**src/rtl/key_pulse_gen_if.sv**
```systemverilog
// Key path bundle between the board buttons and the key control logic.
//   key_raw   : raw active-low buttons (asynchronous, bouncing)
//   key_pulse : active-low one-cycle key events
//   key_level : debounced active-low key levels
// master = pin/stimulus side, slave = key_pulse_gen.
interface key_pulse_gen_if #(
  parameter int unsigned N_KEYS = 4
);
  logic [N_KEYS-1:0] key_raw;
  logic [N_KEYS-1:0] key_pulse;
  logic [N_KEYS-1:0] key_level;

  modport master (output key_raw, input key_pulse, input key_level);
  modport slave  (input key_raw, output key_pulse, output key_level);
endinterface

```
**src/rtl/key_pulse_gen.sv**
```systemverilog
// Synchronises, debounces and auto-repeats the raw push-buttons into
// active-low single-cycle key events for the key/parameter control block.
// Ports:
//   clk_50m : system clock
//   rst_n   : synchronous active-low reset
//   kif     : key_pulse_gen_if.slave (key_raw in; key_pulse, key_level out)
// The interface N_KEYS must match this module's N_KEYS.
module key_pulse_gen #(
  parameter int unsigned       N_KEYS          = 4,
  parameter int unsigned       CLK_FREQ_HZ     = 50_000_000,
  parameter int unsigned       DEBOUNCE_MS     = 20,
  parameter int unsigned       REPEAT_DELAY_MS = 500,
  parameter int unsigned       REPEAT_RATE_MS  = 100,
  parameter logic [N_KEYS-1:0] REPEAT_EN       = N_KEYS'(4'b0100)
) (
  input  logic             clk_50m,
  input  logic             rst_n,
  key_pulse_gen_if.slave   kif
);

  localparam int unsigned CYC_PER_MS = CLK_FREQ_HZ / 1000;
  localparam int unsigned DB         = CYC_PER_MS * DEBOUNCE_MS;
  localparam int unsigned RD         = CYC_PER_MS * REPEAT_DELAY_MS;
  localparam int unsigned RR         = CYC_PER_MS * REPEAT_RATE_MS;
  localparam int unsigned REP_MAX    = (RD > RR) ? RD : RR;
  localparam int unsigned DB_W       = $clog2(DB + 1);
  localparam int unsigned REP_W      = $clog2(REP_MAX + 1);

  typedef enum logic [1:0] {
    ST_IDLE,
    ST_HELD,
    ST_REPEAT
  } state_e;

  logic [N_KEYS-1:0] meta_q, meta_d;
  logic [N_KEYS-1:0] sync_q, sync_d;
  logic [N_KEYS-1:0] level_q, level_d;
  logic [N_KEYS-1:0] pulse_q, pulse_d;
  logic [DB_W-1:0]   db_cnt_q  [N_KEYS];
  logic [DB_W-1:0]   db_cnt_d  [N_KEYS];
  logic [REP_W-1:0]  rep_cnt_q [N_KEYS];
  logic [REP_W-1:0]  rep_cnt_d [N_KEYS];
  state_e            state_q   [N_KEYS];
  state_e            state_d   [N_KEYS];
  logic [N_KEYS-1:0] press_c;
  logic [N_KEYS-1:0] release_c;

  // State registers; reset loads the "released" view of every key.
  always_ff @(posedge clk_50m) begin
    if (!rst_n) begin
      meta_q  <= '1;
      sync_q  <= '1;
      level_q <= '1;
      pulse_q <= '1;
      for (int i = 0; i < int'(N_KEYS); i++) begin
        db_cnt_q[i]  <= '0;
        rep_cnt_q[i] <= '0;
        state_q[i]   <= ST_IDLE;
      end
    end else begin
      meta_q  <= meta_d;
      sync_q  <= sync_d;
      level_q <= level_d;
      pulse_q <= pulse_d;
      for (int i = 0; i < int'(N_KEYS); i++) begin
        db_cnt_q[i]  <= db_cnt_d[i];
        rep_cnt_q[i] <= rep_cnt_d[i];
        state_q[i]   <= state_d[i];
      end
    end
  end

  // Synchroniser, debounce and per-key press/repeat FSM next-state logic.
  always_comb begin
    meta_d    = kif.key_raw;
    sync_d    = meta_q;
    level_d   = level_q;
    pulse_d   = '1;
    press_c   = '0;
    release_c = '0;
    for (int i = 0; i < int'(N_KEYS); i++) begin
      db_cnt_d[i]  = '0;
      rep_cnt_d[i] = rep_cnt_q[i];
      state_d[i]   = state_q[i];

      // Level flips only after DB consecutive disagreeing samples.
      if (sync_q[i] != level_q[i]) begin
        if (db_cnt_q[i] == DB_W'(DB - 1)) begin
          level_d[i]   = sync_q[i];
          press_c[i]   = ~sync_q[i];
          release_c[i] = sync_q[i];
        end else begin
          db_cnt_d[i] = db_cnt_q[i] + DB_W'(1);
        end
      end

      // rep_cnt keeps counting through glitches; only a release stops it.
      unique case (state_q[i])
        ST_IDLE: begin
          if (press_c[i]) begin
            pulse_d[i]   = 1'b0;
            rep_cnt_d[i] = '0;
            state_d[i]   = ST_HELD;
          end
        end
        ST_HELD: begin
          if (release_c[i]) begin
            state_d[i] = ST_IDLE;
          end else if (REPEAT_EN[i]) begin
            if (rep_cnt_q[i] == REP_W'(RD - 1)) begin
              pulse_d[i]   = 1'b0;
              rep_cnt_d[i] = '0;
              state_d[i]   = ST_REPEAT;
            end else begin
              rep_cnt_d[i] = rep_cnt_q[i] + REP_W'(1);
            end
          end
        end
        ST_REPEAT: begin
          if (release_c[i]) begin
            state_d[i] = ST_IDLE;
          end else if (rep_cnt_q[i] == REP_W'(RR - 1)) begin
            pulse_d[i]   = 1'b0;
            rep_cnt_d[i] = '0;
          end else begin
            rep_cnt_d[i] = rep_cnt_q[i] + REP_W'(1);
          end
        end
        default: state_d[i] = ST_IDLE;
      endcase
    end
  end

  assign kif.key_pulse = pulse_q;
  assign kif.key_level = level_q;

endmodule
```
**src/flat_wrapper.sv**
```systemverilog
// flat-port wrapper written by rule: the top's interface ports become plain ports
module key_pulse_gen_flat 
#(
  parameter int unsigned       N_KEYS          = 4,
  parameter int unsigned       CLK_FREQ_HZ     = 50_000_000,
  parameter int unsigned       DEBOUNCE_MS     = 20,
  parameter int unsigned       REPEAT_DELAY_MS = 500,
  parameter int unsigned       REPEAT_RATE_MS  = 100,
  parameter logic [N_KEYS-1:0] REPEAT_EN       = N_KEYS'(4'b0100)
)
  (clk_50m, rst_n, kif_key_raw, kif_key_pulse, kif_key_level);
  key_pulse_gen_if #(.N_KEYS(N_KEYS)) kif_i ();
  input  logic clk_50m;
  input  logic rst_n;
  input wire logic [$bits(kif_i.key_raw)-1:0] kif_key_raw;
  output wire logic [$bits(kif_i.key_pulse)-1:0] kif_key_pulse;
  output wire logic [$bits(kif_i.key_level)-1:0] kif_key_level;
  assign kif_i.key_raw = kif_key_raw;
  assign kif_key_pulse = kif_i.key_pulse;
  assign kif_key_level = kif_i.key_level;
  key_pulse_gen #(.N_KEYS(N_KEYS), .CLK_FREQ_HZ(CLK_FREQ_HZ), .DEBOUNCE_MS(DEBOUNCE_MS), .REPEAT_DELAY_MS(REPEAT_DELAY_MS), .REPEAT_RATE_MS(REPEAT_RATE_MS), .REPEAT_EN(REPEAT_EN)) u_core (.clk_50m(clk_50m), .rst_n(rst_n), .kif(kif_i));
endmodule
```
**config.mk**
```make
export PLATFORM = sky130hd
export DESIGN_NAME = key_pulse_gen_flat
export DESIGN_NICKNAME = d
export VERILOG_FILES = /design/src/rtl/key_pulse_gen_if.sv /design/src/rtl/key_pulse_gen.sv /design/src/flat_wrapper.sv
export SDC_FILE = /design/constraint.sdc
export NUM_CORES = 1
export LEC_CHECK = 0
export BUFFER_PORTS_ARGS = -buffer_cell sky130_fd_sc_hd__clkbuf_2
export CORE_ASPECT_RATIO = 0.9
export CORE_MARGIN = 3
export CORE_UTILIZATION = 57
export CTS_BUF_LIST = sky130_fd_sc_hd__clkbuf_8
export CTS_CLUSTER_DIAMETER = 120
export CTS_CLUSTER_SIZE = 30
export DETAILED_ROUTE_END_ITERATION = 8
export HOLD_SLACK_MARGIN = 0.06
export PLACE_DENSITY = 0.79
export REMOVE_ABC_BUFFERS = 1
export SLEW_MARGIN = 15
export SYNTH_ARGS = -nofsm -noshare
export SYNTH_HDL_FRONTEND = slang
export SYNTH_SLANG_ARGS = --single-unit
```
**constraint.sdc**
```tcl
create_clock -name clk_50m -period 5 [get_ports clk_50m]
set_clock_uncertainty 0.05 [all_clocks]
set_input_delay 1.25 -clock clk_50m [delete_from_list [all_inputs] [get_ports clk_50m]]
set_output_delay 1.25 -clock clk_50m [all_outputs]
set_load 0.02 [all_outputs]
```
==> out/qor.log <==
[clocking] number of H-tree branching levels 4
[final_layout] antenna diode instance count 0
[setup_path] sequence of cells on the critical path ha_1 > and4_1 > nand4_1 > o21ai_0 > a21boi_4 > nand2b_2 > o32ai_1
[global_routing] first-pass GRT wire length 20,100 um
[setup_path] destination of the worst register-to-register timing path u_core.rep_cnt_q[0][57]$_SDFFE_PN0P_
[placement] Placer Congestion 0.907
[route] starting DRC count in detailed routing 453
[floorplanning] initial core utilization 59.1%
[floorplanning] core footprint 9740 sq um
[setup_path] Top Family by Delay on Critical Path compound AO/OA/AOI/OAI gates
[power] total leakage power 0.00209 uW
[sta] clock period minus final worst setup slack 2850 ps
[run_status] status finished clean
[sta] final hold violation count 0
[synthesis] main flop type after synthesis sky130_fd_sc_hd__dfxtp_1
[setup_path] Reg-to-Reg Start u_core.rep_cnt_q[0][50]$_SDFFE_PN0P_
[placement] placement-stage worst setup slack 1820 ps
[floorplanning] I/O pin count 14
[synthesis] Post-synth EDFFs 0
[min_path] worst hold path startpoint u_core.meta_q[3]$_SDFF_PN1_
[setup_path] maximum fanout encountered on the critical timing path 26
[power] total power draw 1960 uW
[min_path] hold-critical path endpoint u_core.sync_q[3]$_SDFF_PN1_
[job] max cap viols 0
[floorplanning] num rows 34
[route] number of remaining DRC errors 0
[clocking] number of clock buffers inserted by TritonCTS 17
[setup_path] sum of buffers and inverters on the critical path 0
[synthesis] Yosys reg bits 126
[power] VDD IR-drop max 296 uV
[route] via count normalized by instance count 5.78
[sta] unrepaired setup endpoints after global routing no
[sta] Peak Freq 351 MHz
[sta] max_slew headroom 49.1%
[route] number of detailed-routing iterations run before antenna repair 5
[global_routing] total grt overflow 0
[setup_path] slowest library cell on the worst path sky130_fd_sc_hd__a21boi_4
[min_path] WHS Path Cells 1
[sta] final clock period utilization by the worst path 57.1%
[global_routing] number of global-route vias before repair 4,652
[setup_path] signal arrival time at the worst endpoint 3150 ps
[global_routing] initial antenna violation count 0
[sta] Worst Setup Slack, final 2150 ps
[min_path] min-delay worst type flip-flop to flip-flop
[final_layout] fill cell count 802
[final_layout] commonest non-fill, non-tap cells in the layout sky130_fd_sc_hd__dfxtp_1 (126), sky130_fd_sc_hd__nor2_1 (93), sky130_fd_sc_hd__nand2_1 (59), sky130_fd_sc_hd__nand3_1 (47), sky130_fd_sc_hd__xor2_1 (42)
[clocking] number of clock sinks seen by CTS 126
[power] Cell Pwr Density 310 nW/um^2
[setup_path] crit path capture type flip-flop
[clocking] CTS tree done
[clocking] Gates resized, CTS repair 0
[route] antenna violation net count after detailed routing 0
[global_routing] GRT Total Usage 21.4%
[route] met2 WL post-DR 5270 um
[route] via count of the routed design 4,777
[clocking] clock root buffer sky130_fd_sc_hd__clkbuf_8
[synthesis] total standard cell area after synthesis 5760 sq um
[placement] count of buffers from port buffering 13
[floorplanning] Die Height 101 um
[route] total wirelength of the detailed-routed design 11,300 um
[setup_path] number of cells on the worst reg-to-reg path 7
[synthesis] mean instance size in the synthesized netlist 8.51 sq um
[setup_path] category of the worst setup path launch point flip-flop
[sta] Slew @ Worst Pin 757 ps
[sta] accumulated negative setup slack 0 ps
[synthesis] Seq/Total Area, Yosys 43.8%
[setup_path] endpoint required time on the critical path 5300 ps
[sta] number of pins with negative max-slew slack in the final report 0
[route] metal1 wirelength 5310 um
[placement] HPWL reported at the end of detailed placement 7430 um
[final_layout] number of nets in the final layout 704
[setup_path] register-to-register setup slack 2150 ps
[route] wire length per cell after detailed routing 13.7 um
[final_layout] area growth from synthesis to layout 9.54%
[setup_path] longest individual stage delay on the worst path 650 ps
[floorplanning] DIE WIDTH 112 um
[floorplanning] Die Outline Area 11,300 sq um
[clocking] CTS clock-pin slew for the worst setup and hold paths 70 ps
[route] detailed-routed wire length on met3 571 um
[clocking] quantity of hold-fixing buffers added after cts 0
[global_routing] largest net degree at the start of global routing 48
[clocking] Worst-Skew Late Latency 440 ps
[synthesis] number of different library cells in the post-synthesis netlist 53
[final_layout] most common cell after layout, fill and taps aside sky130_fd_sc_hd__dfxtp_1
[setup_path] kind of critical path flip-flop to flip-flop
[route] uppermost signal routing layer after detailed routing met4
[synthesis] Syn Inst Count 677
[synthesis] Post-synth ARST share 0%
[synthesis] Yosys Warn Count 0
[clocking] clock buffer depth 2
[clocking] setup fix buffers added after clock tree synthesis 0
[final_layout] share of post-route cells with drive strength above 1 8.13%
[sta] Final setup viols 0
==> worst max path at each step <==
| stage | endpoint | start | depth (start not counted) |
|---|---|---|---|
| 2_1_floorplan | u_core.rep_cnt_q[0][57]$_SDFFE_PN0P_ | u_core.db_cnt_q[2][16]$_SDFF_PP0_ | 6 |
| 3_3_place_gp | u_core.rep_cnt_q[0][54]$_SDFFE_PN0P_ | u_core.rep_cnt_q[0][50]$_SDFFE_PN0P_ | 7 |
| 3_5_place_dp | u_core.rep_cnt_q[0][54]$_SDFFE_PN0P_ | u_core.rep_cnt_q[0][50]$_SDFFE_PN0P_ | 7 |
| 4_1_cts | u_core.rep_cnt_q[0][54]$_SDFFE_PN0P_ | u_core.rep_cnt_q[0][50]$_SDFFE_PN0P_ | 7 |
| 5_1_grt | u_core.rep_cnt_q[0][57]$_SDFFE_PN0P_ | u_core.rep_cnt_q[0][50]$_SDFFE_PN0P_ | 7 |
| 6_report | u_core.rep_cnt_q[0][57]$_SDFFE_PN0P_ | u_core.rep_cnt_q[0][50]$_SDFFE_PN0P_ | 7 |
==> kinds of logic after synthesis <==
family / after synthesis / share of synthesized area, %
AOI/OAI and AO/OA: 97 / 9.97
xor gates and xnor gates: 66 / 10.0
adders and majority gates: 9 / 1.95
buffers and inverters: 48 / 3.76
DFF: 126 / 43.8
muxes: 1 / 0.195
and+or+nand+nor: 330 / 30.3
==> metrics by stage <==
stage,std cells,util [%],cell area (sq um),hold WS [ps]
floorplan,654,-,5640,336
global placement,796,60.4,5880,345
detailed placement,796,60.4,5880,341
CTS,827,64.7,6300,356
global route,827,64.8,6310,378
finish,827,64.8,6310,354
==> registers in the layout, summed over array words and instances (netlist names) <==
| register | count |
|---|---|
| u_core.db_cnt_q | 80 |
| u_core.rep_cnt_q | 25 |
| u_core.kif.key_pulse | 4 |
| u_core.sync_q | 4 |
| u_core.kif.key_level | 4 |
| u_core.meta_q | 4 |
| u_core.state_q | 5 |
==> worst register-to-register path, stage by stage, from the launching register on <==
cell                       delay (ps)
sky130_fd_sc_hd__dfxtp_1          350
sky130_fd_sc_hd__ha_1             260
sky130_fd_sc_hd__and4_1           260
sky130_fd_sc_hd__nand4_1          130
sky130_fd_sc_hd__o21ai_0          240
sky130_fd_sc_hd__a21boi_4         650
sky130_fd_sc_hd__nand2b_2         450
sky130_fd_sc_hd__o32ai_1          380
==> metal layers <==
| layer | track usage, % | vias up |
|---|---|---|
| li1 | - | 2393 |
| met1 | 26.3 | 2244 |
| met2 | 35.1 | 125 |
| met3 | 7.29 | 15 |
| met4 | 8.41 | 0 |
| met5 | 0 | - |
==> final cells by class <==
cell class                      instances  area, sq um  area share, %
Timing Repair Buffer                   16         87.6           1.39
Inverter                               25         93.8           1.49
Multi-Input combinational cell        503         3030           48.0
Clock buffer                           22          303           4.80
Sequential cell                       126         2520           40.0
Tap cell                              126          158           2.50
Clock inverter                          9          116           1.84
==> report_power, final <==
part | switching [uW] | total [uW] | internal (uW)
Sequential | 4.05 | 1010 | 1010
Combinational | 17.3 | 26.3 | 9.03
Clock | 370 | 919 | 549
==> Yosys cell counts, types with 5 or more instances <==
cell / n / area [sq um]
sky130_fd_sc_hd__a21boi_0: 7 / 52.6
sky130_fd_sc_hd__nand4_1: 20 / 125
sky130_fd_sc_hd__nand2_1: 59 / 221
sky130_fd_sc_hd__nor3_1: 6 / 30.0
sky130_fd_sc_hd__xnor2_1: 24 / 210
sky130_fd_sc_hd__ha_1: 9 / 113
sky130_fd_sc_hd__dfxtp_1: 126 / 2520
sky130_fd_sc_hd__nand3b_1: 12 / 90.1
sky130_fd_sc_hd__and2_1: 5 / 31.3
sky130_fd_sc_hd__clkbuf_1: 14 / 52.6
sky130_fd_sc_hd__and3_1: 16 / 100
sky130_fd_sc_hd__nor2b_1: 6 / 37.5
sky130_fd_sc_hd__or3_1: 11 / 68.8
sky130_fd_sc_hd__o21ai_0: 25 / 125
sky130_fd_sc_hd__inv_1: 25 / 93.8
sky130_fd_sc_hd__nand3_1: 47 / 235
sky130_fd_sc_hd__xor2_1: 42 / 368
sky130_fd_sc_hd__or3b_1: 5 / 43.8
sky130_fd_sc_hd__buf_4: 5 / 37.5
sky130_fd_sc_hd__and4_1: 6 / 52.6
sky130_fd_sc_hd__a21oi_1: 32 / 160
sky130_fd_sc_hd__nor4bb_1: 5 / 50.1
sky130_fd_sc_hd__o22ai_1: 18 / 113
sky130_fd_sc_hd__nor2_1: 93 / 349
sky130_fd_sc_hd__nand2b_1: 12 / 75.1
Power figures use the tool's default switching activity.
